## src/rtl/sccb_pkg.sv

```systemverilog
// Shared definitions for the SCCB configuration sequencer: FSM encoding,
// control-entry codes and millisecond timing helpers.
package sccb_pkg;

  typedef enum logic [3:0] {
    ST_IDLE,
    ST_FETCH,
    ST_DECODE,
    ST_ISSUE,
    ST_WAIT_DONE,
    ST_GAP,
    ST_DELAY,
    ST_DONE,
    ST_ERROR
  } seq_state_t;

  // Control entries carry an all-ones sub-address; the data byte selects end or delay.
  localparam logic [7:0] CMD_END       = 8'hF0;
  localparam logic [7:0] DELAY_STEP_MS = 8'd10;

  function automatic int ms_tick_cycles(input int clk_freq_hz);
    return (clk_freq_hz >= 1000) ? clk_freq_hz / 1000 : 1;
  endfunction

  // 8'hF1..8'hFF -> 10..150 ms; always fits in 8 bits.
  function automatic logic [7:0] delay_ms(input logic [7:0] code);
    return (code - CMD_END) * DELAY_STEP_MS;
  endfunction

endpackage

```

## src/rtl/sccb_cfg_sequencer_if.sv

```systemverilog
// Handshake between the configuration sequencer (master) and the SCCB bus engine (slave).
interface sccb_cfg_sequencer_if #(
  parameter int SUB_W  = 8,
  parameter int DATA_W = 8
) ();
  logic              sccb_ready;
  logic              sccb_done;
  logic              sccb_nack;
  logic              sccb_start;
  logic [SUB_W-1:0]  sccb_sub_addr;
  logic [DATA_W-1:0] sccb_data;

  modport master (
    input  sccb_ready, sccb_done, sccb_nack,
    output sccb_start, sccb_sub_addr, sccb_data
  );

  modport slave (
    output sccb_ready, sccb_done, sccb_nack,
    input  sccb_start, sccb_sub_addr, sccb_data
  );
endinterface

```

## src/rtl/cfg_delay_timer.sv

```systemverilog
// Millisecond delay timer: a ms prescaler feeding a down-counter, with a
// one-cycle expire pulse once the loaded number of milliseconds has elapsed.
module cfg_delay_timer
  import sccb_pkg::*;
#(
  parameter int CLK_FREQ_HZ = 100000000
) (
  input  logic       clk,
  input  logic       rst,
  input  logic       load_i,
  input  logic [7:0] ms_i,
  output logic       expire_o
);
  localparam int TICK  = ms_tick_cycles(CLK_FREQ_HZ);
  localparam int PRE_W = $clog2(TICK + 1);

  logic [PRE_W-1:0] pre_q;
  logic [7:0]       ms_q;
  logic             run_q;
  logic             expire_q;

  // NOTE: sequential state uses non-blocking assignments so every register
  // samples pre-edge values, independent of statement order.
  always_ff @(posedge clk or negedge rst) begin
    if (!rst) begin
      pre_q    <= '0;
      ms_q     <= '0;
      run_q    <= 1'b0;
      expire_q <= 1'b0;
    end else begin
      expire_q <= 1'b0;
      if (load_i) begin
        pre_q    <= '0;
        ms_q     <= ms_i;
        run_q    <= (ms_i != 8'd0);
        expire_q <= (ms_i == 8'd0);
      end else if (run_q) begin
        if (pre_q == PRE_W'(TICK - 1)) begin
          pre_q <= '0;
          if (ms_q == 8'd1) begin
            run_q    <= 1'b0;
            expire_q <= 1'b1;
          end else begin
            ms_q <= ms_q - 8'd1;
          end
        end else begin
          pre_q <= pre_q + PRE_W'(1);
        end
      end
    end
  end

  assign expire_o = expire_q;

endmodule

```

## src/rtl/sccb_cfg_sequencer.sv

```systemverilog
// Camera register configuration sequencer: walks a synchronous command ROM and
// drives the SCCB master, with ms delays, NACK retry and a runaway-table guard.
module sccb_cfg_sequencer
  import sccb_pkg::*;
#(
  parameter int CLK_FREQ_HZ = 100000000,
  parameter int ADDR_W      = 8,
  parameter int SUB_W       = 8,
  parameter int DATA_W      = 8,
  parameter int GAP_CYCLES  = 2,
  parameter int MAX_RETRY   = 3
) (
  input  logic                    clk,
  input  logic                    rst,
  input  logic                    config_start,
  output logic [ADDR_W-1:0]       rom_addr,
  input  logic [SUB_W+DATA_W-1:0] rom_data,
  sccb_cfg_sequencer_if.master    sccb,
  output logic                    busy,
  output logic                    config_done,
  output logic                    config_err,
  output logic [ADDR_W-1:0]       err_index
);
  localparam int RETRY_W = $clog2(MAX_RETRY + 2);
  localparam int GAP_W   = $clog2(GAP_CYCLES + 1);

  seq_state_t         state_q;
  logic [ADDR_W-1:0]  addr_q;
  logic [RETRY_W-1:0] retry_q;
  logic [GAP_W-1:0]   gap_q;
  logic               start_q;
  logic [SUB_W-1:0]   sub_q;
  logic [DATA_W-1:0]  data_q;
  logic               busy_q;
  logic               done_q;
  logic               err_q;
  logic [ADDR_W-1:0]  err_idx_q;
  logic               tload_q;
  logic [7:0]         tms_q;
  logic               t_expire;

  logic [SUB_W-1:0]   rom_sub;
  logic [DATA_W-1:0]  rom_dat;
  logic               is_ctrl;
  logic               is_end;
  logic               is_delay;
  logic               last_addr;

  assign {rom_sub, rom_dat} = rom_data;
  assign is_ctrl   = &rom_sub;
  assign is_end    = is_ctrl && (rom_dat[7:0] == CMD_END);
  assign is_delay  = is_ctrl && !is_end && (rom_dat[7:4] == 4'hF);
  assign last_addr = (addr_q == '1);

  cfg_delay_timer #(.CLK_FREQ_HZ(CLK_FREQ_HZ)) u_delay (
    .clk      (clk),
    .rst      (rst),
    .load_i   (tload_q),
    .ms_i     (tms_q),
    .expire_o (t_expire)
  );

  always_ff @(posedge clk or negedge rst) begin
    if (!rst) begin
      state_q   <= ST_IDLE;
      addr_q    <= '0;
      retry_q   <= '0;
      gap_q     <= '0;
      start_q   <= 1'b0;
      sub_q     <= '0;
      data_q    <= '0;
      busy_q    <= 1'b0;
      done_q    <= 1'b0;
      err_q     <= 1'b0;
      err_idx_q <= '0;
      tload_q   <= 1'b0;
      tms_q     <= '0;
    end else begin
      start_q <= 1'b0;
      tload_q <= 1'b0;
      // busy_q is low only in IDLE, DONE and ERROR, so a start request mid-table is dropped.
      if (config_start && !busy_q) begin
        state_q   <= ST_FETCH;
        addr_q    <= '0;
        retry_q   <= '0;
        busy_q    <= 1'b1;
        done_q    <= 1'b0;
        err_q     <= 1'b0;
        err_idx_q <= '0;
      end else begin
        unique case (state_q)
          ST_FETCH: state_q <= ST_DECODE;
          ST_DECODE: begin
            if (is_end) begin
              state_q <= ST_DONE;
              busy_q  <= 1'b0;
              done_q  <= 1'b1;
            end else if (is_delay) begin
              state_q <= ST_DELAY;
              tload_q <= 1'b1;
              tms_q   <= delay_ms(rom_dat[7:0]);
            end else begin
              state_q <= ST_ISSUE;
            end
          end
          ST_ISSUE: begin
            if (sccb.sccb_ready) begin
              start_q <= 1'b1;
              sub_q   <= rom_sub;
              data_q  <= rom_dat;
              state_q <= ST_WAIT_DONE;
            end
          end
          ST_WAIT_DONE: begin
            if (sccb.sccb_done) begin
              if (!sccb.sccb_nack) begin
                retry_q <= '0;
                if (last_addr) begin
                  state_q   <= ST_ERROR;
                  busy_q    <= 1'b0;
                  err_q     <= 1'b1;
                  err_idx_q <= addr_q;
                end else begin
                  addr_q  <= addr_q + ADDR_W'(1);
                  gap_q   <= '0;
                  state_q <= ST_GAP;
                end
              end else if (retry_q < RETRY_W'(MAX_RETRY)) begin
                retry_q <= retry_q + RETRY_W'(1);
                state_q <= ST_ISSUE;
              end else begin
                state_q   <= ST_ERROR;
                busy_q    <= 1'b0;
                err_q     <= 1'b1;
                err_idx_q <= addr_q;
              end
            end
          end
          ST_GAP: begin
            if (gap_q == GAP_W'(GAP_CYCLES - 1)) state_q <= ST_FETCH;
            else gap_q <= gap_q + GAP_W'(1);
          end
          ST_DELAY: begin
            if (t_expire) begin
              if (last_addr) begin
                state_q   <= ST_ERROR;
                busy_q    <= 1'b0;
                err_q     <= 1'b1;
                err_idx_q <= addr_q;
              end else begin
                addr_q  <= addr_q + ADDR_W'(1);
                state_q <= ST_FETCH;
              end
            end
          end
          ST_DONE: state_q <= ST_IDLE;
          default: ;
        endcase
      end
    end
  end

  assign rom_addr           = addr_q;
  assign sccb.sccb_start    = start_q;
  assign sccb.sccb_sub_addr = sub_q;
  assign sccb.sccb_data     = data_q;
  assign busy               = busy_q;
  assign config_done        = done_q;
  assign config_err         = err_q;
  assign err_index          = err_idx_q;

endmodule

```

## src/flat_wrapper.sv

```systemverilog
// flat-port wrapper written by rule: the top's interface ports become plain ports
module sccb_cfg_sequencer_flat import sccb_pkg::*;
#(
  parameter int CLK_FREQ_HZ = 100000000,
  parameter int ADDR_W      = 8,
  parameter int SUB_W       = 8,
  parameter int DATA_W      = 8,
  parameter int GAP_CYCLES  = 2,
  parameter int MAX_RETRY   = 3
)
  (clk, rst, config_start, rom_addr, rom_data, busy, config_done, config_err, err_index, sccb_sccb_ready, sccb_sccb_done, sccb_sccb_nack, sccb_sccb_start, sccb_sccb_sub_addr, sccb_sccb_data);
  sccb_cfg_sequencer_if #(.SUB_W(SUB_W), .DATA_W(DATA_W)) sccb_i ();
  input  logic clk;
  input  logic rst;
  input  logic config_start;
  output logic [ADDR_W-1:0] rom_addr;
  input  logic [SUB_W+DATA_W-1:0] rom_data;
  output logic busy;
  output logic config_done;
  output logic config_err;
  output logic [ADDR_W-1:0] err_index;
  input wire logic [$bits(sccb_i.sccb_ready)-1:0] sccb_sccb_ready;
  input wire logic [$bits(sccb_i.sccb_done)-1:0] sccb_sccb_done;
  input wire logic [$bits(sccb_i.sccb_nack)-1:0] sccb_sccb_nack;
  output wire logic [$bits(sccb_i.sccb_start)-1:0] sccb_sccb_start;
  output wire logic [$bits(sccb_i.sccb_sub_addr)-1:0] sccb_sccb_sub_addr;
  output wire logic [$bits(sccb_i.sccb_data)-1:0] sccb_sccb_data;
  assign sccb_i.sccb_ready = sccb_sccb_ready;
  assign sccb_i.sccb_done = sccb_sccb_done;
  assign sccb_i.sccb_nack = sccb_sccb_nack;
  assign sccb_sccb_start = sccb_i.sccb_start;
  assign sccb_sccb_sub_addr = sccb_i.sccb_sub_addr;
  assign sccb_sccb_data = sccb_i.sccb_data;
  sccb_cfg_sequencer #(.CLK_FREQ_HZ(CLK_FREQ_HZ), .ADDR_W(ADDR_W), .SUB_W(SUB_W), .DATA_W(DATA_W), .GAP_CYCLES(GAP_CYCLES), .MAX_RETRY(MAX_RETRY)) u_core (.clk(clk), .rst(rst), .config_start(config_start), .rom_addr(rom_addr), .rom_data(rom_data), .sccb(sccb_i), .busy(busy), .config_done(config_done), .config_err(config_err), .err_index(err_index));
endmodule
```

## config.mk

```make
export PLATFORM = sky130hd
export DESIGN_NAME = sccb_cfg_sequencer_flat
export DESIGN_NICKNAME = d
export VERILOG_FILES = /design/src/rtl/sccb_pkg.sv /design/src/rtl/sccb_cfg_sequencer_if.sv /design/src/rtl/cfg_delay_timer.sv /design/src/rtl/sccb_cfg_sequencer.sv /design/src/flat_wrapper.sv
export SDC_FILE = /design/constraint.sdc
export NUM_CORES = 1
export LEC_CHECK = 0
export BUFFER_PORTS_ARGS = -buffer_cell sky130_fd_sc_hd__buf_2
export CAP_MARGIN = 40
export CORE_ASPECT_RATIO = 1.5
export CORE_MARGIN = 4
export CORE_UTILIZATION = 55
export CTS_CLUSTER_DIAMETER = 150
export DETAILED_ROUTE_END_ITERATION = 16
export PLACE_DENSITY = 0.87
export SETUP_SLACK_MARGIN = 0.15
export SYNTH_ARGS = -nofsm -noshare
export SYNTH_HDL_FRONTEND = slang
export SYNTH_SLANG_ARGS = --single-unit
```

## constraint.sdc

```tcl
create_clock -name clk -period 4.3 [get_ports clk]
set_input_delay 0.86 -clock clk [delete_from_list [all_inputs] [get_ports clk]]
set_output_delay 0.86 -clock clk [all_outputs]
set_load 0.03 [all_outputs]
```

Word-level counts from Yosys, hierarchy flattened

Cells that the tools add are included.

Bits in read-only memories: 0
Flip-flop bits (word level): 80
Input port bits: 22
Memory bits (writable): 0
Word-level logic and storage cells: 157
Output and inout bits: 36
Memories kept: 0
Bits in latches: 0

Div/mod/pow operators: 0
Bitwise gates (word level): 2
$lt $le $gt $ge: 1
Eq/ne operators: 26
Add/subtract/negate cells: 6
Multiply operators: 1
Multiplexer cells: 75
Reductions and logical operators: 29
Shifts and indexed selects: 0

Operators with widths:

| cell                  | number |
|---|---|
| $mux 8                | 15 |
| $mux 17               | 3 |
| $mux 4                | 10 |
| $pmux 8 s2            | 2 |
| $mux 1                | 31 |
| $pmux 4 s7            | 1 |
| $mux 3                | 6 |
| $add 17x1->17 const B | 1 |
| $eq 17x17->1 const B  | 1 |
| $eq 4x3->1 const B    | 4 |
| $eq 8x8->1 const B    | 2 |
| $reduce_bool 8->1     | 2 |
| $reduce_bool 2->1     | 7 |
| $ne 3x2->1 const B    | 4 |
| $reduce_and 4->1      | 3 |
| $reduce_and 5->1      | 2 |
| $ne 3x1->1 const B    | 3 |
| $reduce_and 3->1      | 3 |
| $add 8x1->8 const B   | 1 |
| $eq 4x2->1 const B    | 2 |
| $eq 8x1->1 const B    | 1 |
| $logic_not 8->1       | 1 |
| $mul 8x3->7 const B   | 1 |
| $mux 2                | 4 |
| 22 further kinds      | 30 |

Logic depth before layout (Yosys ltp)

Depth after elaboration: 9
Gate-level depth with buffers: 7

Cells and area by module

Synthesis repeated with hierarchy kept, for this count alone.

Cells, all modules: 427
Area total of the unflattened synthesis: 4,455.5 µm²

By module, submodules not included:

| module             | times used | cells each | area an instance (µm²) |
|---|---|---|---|
| sccb_cfg_sequencer | 1          | 245        | 2,777.7 |
| cfg_delay_timer    | 1          | 182        | 1,677.9 |

Worst setup path after synthesis

No wires, ideal clock.

Path type: input -> register
From: in rom_data[4]
To: reg u_core.tms_q[7]
Slack: 1.986 ns
Buffers on the path: 0
Data required time: 4.175 ns
Data arrival time: 2.190 ns
Stages on the path: 6
Path through: ha_1 -> ha_1 -> ha_1 -> a21oi_1 -> xnor2_1 -> mux2_2

Word-level cells in the longest chain between the ends: 6
Elaborated cells between the ends (all ways): 10
Classes of those cells: add/sub (1); mul (1); eq/ne (2); bitwise (1); reduce/logical (5)

RTL lines:

| element                                                             | line                      | source |
|---|---|---|
| start, declared                                                     | flat_wrapper.sv:17        | `input logic [SUB_W+DATA_W-1:0] rom_data;` |
| parallel branches: the longest is 6 deep, another holds $sub 8x8->8 | --                        |  |
| end signal, assigned                                                | sccb_cfg_sequencer.sv:101 | `tms_q <= delay_ms(rom_dat[7:0]);` |
| end, declared                                                       | sccb_cfg_sequencer.sv:39  | `logic [7:0] tms_q;` |

Parallel ways; which one is timed is not known.
A chain may end at the register's enable or synchronous reset.

Worst setup path in the final report

From: in config_start
To: reg u_core.sub_q[0], in the netlist u_core.sccb.sccb_sub_addr[0]

Word-level cells in the longest chain between the ends: 3

RTL lines:

| element                           | line                      | source |
|---|---|---|
| start, declared                   | flat_wrapper.sv:15        | `input logic config_start;` |
| $logic_and 1x1->1                 | sccb_cfg_sequencer.sv:82  | `if (config_start && !busy_q) begin` |
| $not 1->1 (no source line)        | --                        |  |
| $reduce_and 3->1 (no source line) | --                        |  |
| end signal, assigned              | sccb_cfg_sequencer.sv:109 | `sub_q <= rom_sub;` |
| end, declared                     | sccb_cfg_sequencer.sv:32  | `logic [SUB_W-1:0] sub_q;` |

Every way passes these cells.

==> key figures <==
Status
  – Status: complete, no violations

Power
  – VDD IR max: 368 uV
  – Cell Pwr Density: 545 nW/um^2
  – Lkg Pwr: 2.28 nW
  – Sw Pwr: 1.01 mW
  – Combinational share of power: 0.340
  – Sw Ratio: 0.367
  – Clock power share: 0.273
  – Internal power: 1.75 mW
  – Register share of total power: 0.387

Global routing
  – GRT overflow: 0
  – Met2 Track Usage GR: 0.387
  – Met1 usage: 0.255
  – First-pass GRT wire length: 17000 um
  – Tot GR Track Use: 0.225
  – Number of global-route vias before repair: 3654
  – Grt met3 use: 0.0436
  – Busiest layer in global routing: met2
  – Largest net degree at the start of global routing: 47
  – Initial antenna violation count: 0

Timing
  – Worst hold slack: 0.485 ns
  – Clock Skews: 0.00621 ns
  – RSZ-0062 raised after global routing: no
  – PnR worst setup slack: 1.89 ns
  – Minimum clock period: 2.41 ns
  – Final Cycle Share: 0.561
  – Count of final setup violators: 0
  – Slew margin rel.: 0.433
  – Setup_tns: 0 ns
  – Final Hold Vio Count: 0
  – Max Clk Rate: 414 MHz
  – Max-slew violations: 0
  – Slew @ Worst Pin: 0.843 ns

Layout
  – Non-Filler Instances: 591
  – Area delta synth->final: 15.0%
  – Fill cell count: 619
  – N_diodes: 0
  – Layout cell share with drive strength beyond 1: 0.237
  – Total Nets Final: 522
  – Design area: 5070 sq um

Floorplan
  – Die area: 9540 sq um
  – Core Area: 7710 sq um
  – Die width: 81.1 um
  – Rows: 39
  – Die Y: 118 um
  – Starting Density: 0.572
  – I/O pin total: 58

Detailed routing
  – DR vias: 3678
  – Detailed-route DRC error count: 0
  – Avg WL per Cell: 17.3 um
  – DR iter-0 viols: 211
  – Routed WL: 10200 um
  – Post-route ant nets: 0
  – Vias per cell: 6.22
  – Drt first pass iters: 4

Critical path
  – Worst reg2reg path startpoint: u_core.u_delay.pre_q[8]
  – Worst EP required: 4.52 ns
  – Slowest cell on crit path: nand3_1
  – Critical path class: in -> reg
  – Critical Path Sink Type: flip-flop
  – CP max FO: 18
  – Critical-path cell list: buf_2 > nand2b_1 > nand3_1 > mux2_2
  – CP arrival: 2.63 ns
  – Worst path max stage delay: 0.71 ns
  – Worst Setup SP: config_start
  – Worst Setup Start Kind: primary input

Placed design
  – Placed cell count: 576
  – Port Buffers: 57
  – Place WS: 1.57 ns
  – Placed cell areas: 4780 sq um
  – GPL Wtd Cong: 0.847
  – DP HPWL: 7180 um

Clock tree
  – Hold-fix buffers at CTS: 0
  – Post-CTS setup buffer count: 0
  – H-tree lvl count: 3
  – Clock root buffer: clkbuf_16
  – Post_cts resized: 0
  – TritonCTS Buffers: 9
  – CTS Sinks: 80
  – Worst-skew pair later-pin latency: 0.34 ns
  – CTS tree: done
  – Reg clk slew, reported paths: 0.06 ns
  – Clock buffer depth: 2

Flow run
  – Max Cap Violations: 0

Synthesis
  – Sequential fraction of the synthesis area: 0.454
  – Ys flop type: dfrtp_1
  – Synthesized area per cell: 10.1 sq um
  – Dominant cell by count in the synthesized netlist: dfrtp_1
  – YS warnings: 0
  – Dominant cell type by area after synthesis: dfrtp_1
  – Async SR Flop Fraction: 1.00
  – Post-synth EDFFs: 0
  – Synth top area share: 0.454
  – Syn Inst Count: 435
  – Syn nets: 472
  – Synthesized area: 4410 sq um
  – Yosys cell types: 59
  – Top post-synthesis cells by count: dfrtp_1 (80), nor2_1 (31), a21oi_1 (26)
  – Dominant cells by area after synthesis: dfrtp_1 (45%), mux2_2 (6.1%), ha_1 (4.0%)
  – Flop and latch count out of synthesis: 80

Hold path
  – Hold WC Path Type: in -> async
==> final cells by class <==
class	count	area (sq um)	share of cell area
Sequential cell	80	2000	0.395
Timing Repair Buffer	60	330	0.0652
Inverter	11	41.3	0.00815
Clock inverter	3	42.5	0.00839
Tap cell	102	128	0.0252
Clock buffer	12	246	0.0486
Multi-Input combinational cell	323	2280	0.450
==> path summary, 6_finish.rpt <==
path                                           endpoint  slack (ns)  cells after the start
max                        u_core.sccb.sccb_sub_addr[0]        1.89                      4
min                                 u_core.err_index[5]        0.48                      1
max reg2reg                      u_core.u_delay.ms_q[3]        1.94                      4
min reg2reg                           u_core.config_err        0.49                      1
max in group asynchronous      u_core.sccb.sccb_data[3]        3.22                      2
min in group clk                      u_core.config_err        0.49                      1
==> power by group through the flow <==
| stage | Sequential (mW) | Clock, mW | Combinational, mW |
|---|---|---|---|
| 3_3_place_gp | 1.07 | 0 | 0.897 |
| 5_1_grt | 1.09 | 0.801 | 1.01 |
| 6_report | 1.07 | 0.753 | 0.940 |
| 2_1_floorplan | 1.27 | 0 | 0.477 |
| 4_1_cts | 1.07 | 0.769 | 0.948 |
| 3_5_place_dp | 1.08 | 0 | 0.935 |
==> per-layer routing <==
metal	wire, um	up-vias	share of wire
met1	3940	1798	0.39
li1	-	1738	-
met2	5520	113	0.54
met4	289	0	0.028
met5	0	-	0
met3	448	29	0.044
==> worst max-delay path, delay by kind of cell <==
family,cells,cell delay [ns]
buf+inv,1,0.11
mux,1,0.51
simple gates,2,1.16
==> placed cells by master, fill, tap and decap left out, types with 4 or more instances in the layout <==
cell type | netlist | final
or3_1 | 9 | 9
buf_2 | 6 | 56
nor3b_1 | 6 | 6
nand2b_1 | 10 | 10
o21ai_0 | 16 | 16
mux2_2 | 24 | 24
ha_1 | 14 | 14
o21a_1 | 5 | 5
o211ai_1 | 9 | 9
nor4_1 | 10 | 10
xnor2_1 | 11 | 11
nand3_1 | 15 | 15
nor3_1 | 9 | 9
nor2b_1 | 7 | 7
a22o_1 | 4 | 4
o31ai_1 | 5 | 5
nand4_1 | 11 | 11
o221a_2 | 7 | 7
nor2_1 | 31 | 31
a21oi_1 | 26 | 26
or4_1 | 9 | 9
dfrtp_1 | 80 | 80
a31oi_1 | 5 | 5
nand2_1 | 25 | 25
inv_1 | 11 | 11
clkbuf_16 | 0 | 9
==> state kept, by name, indices dropped and copies added, names as in the netlist, 2 cells and up <==
signal and cells:
u_core.rom_addr 8, u_core.u_delay.pre_q 17, u_core.state_q 4, u_core.tms_q 7, u_core.sccb.sccb_sub_addr 8, u_core.u_delay.ms_q 8, u_core.retry_q 3, u_core.sccb.sccb_data 8
u_core.gap_q 2, u_core.err_index 8
==> kinds of logic (layout without fill, tap and decap cells) <==
family,Yosys count,in the layout,synth area share
compound gates,103,103,0.165
xor+xnor,14,14,0.0278
fa+ha+maj,15,15,0.0443
buf+inv,32,86,0.0290
flops,80,80,0.454
mux,25,25,0.0636
simple gates,166,166,0.217
==> through the flow <==
stage	utilization	total power, mW
detailed placement	0.620	2.02
global placement	0.616	1.96
CTS	0.657	2.79
finish	0.657	2.76
floorplan	-	1.75
global route	0.657	2.90
(Power assumes the default switching activity.)
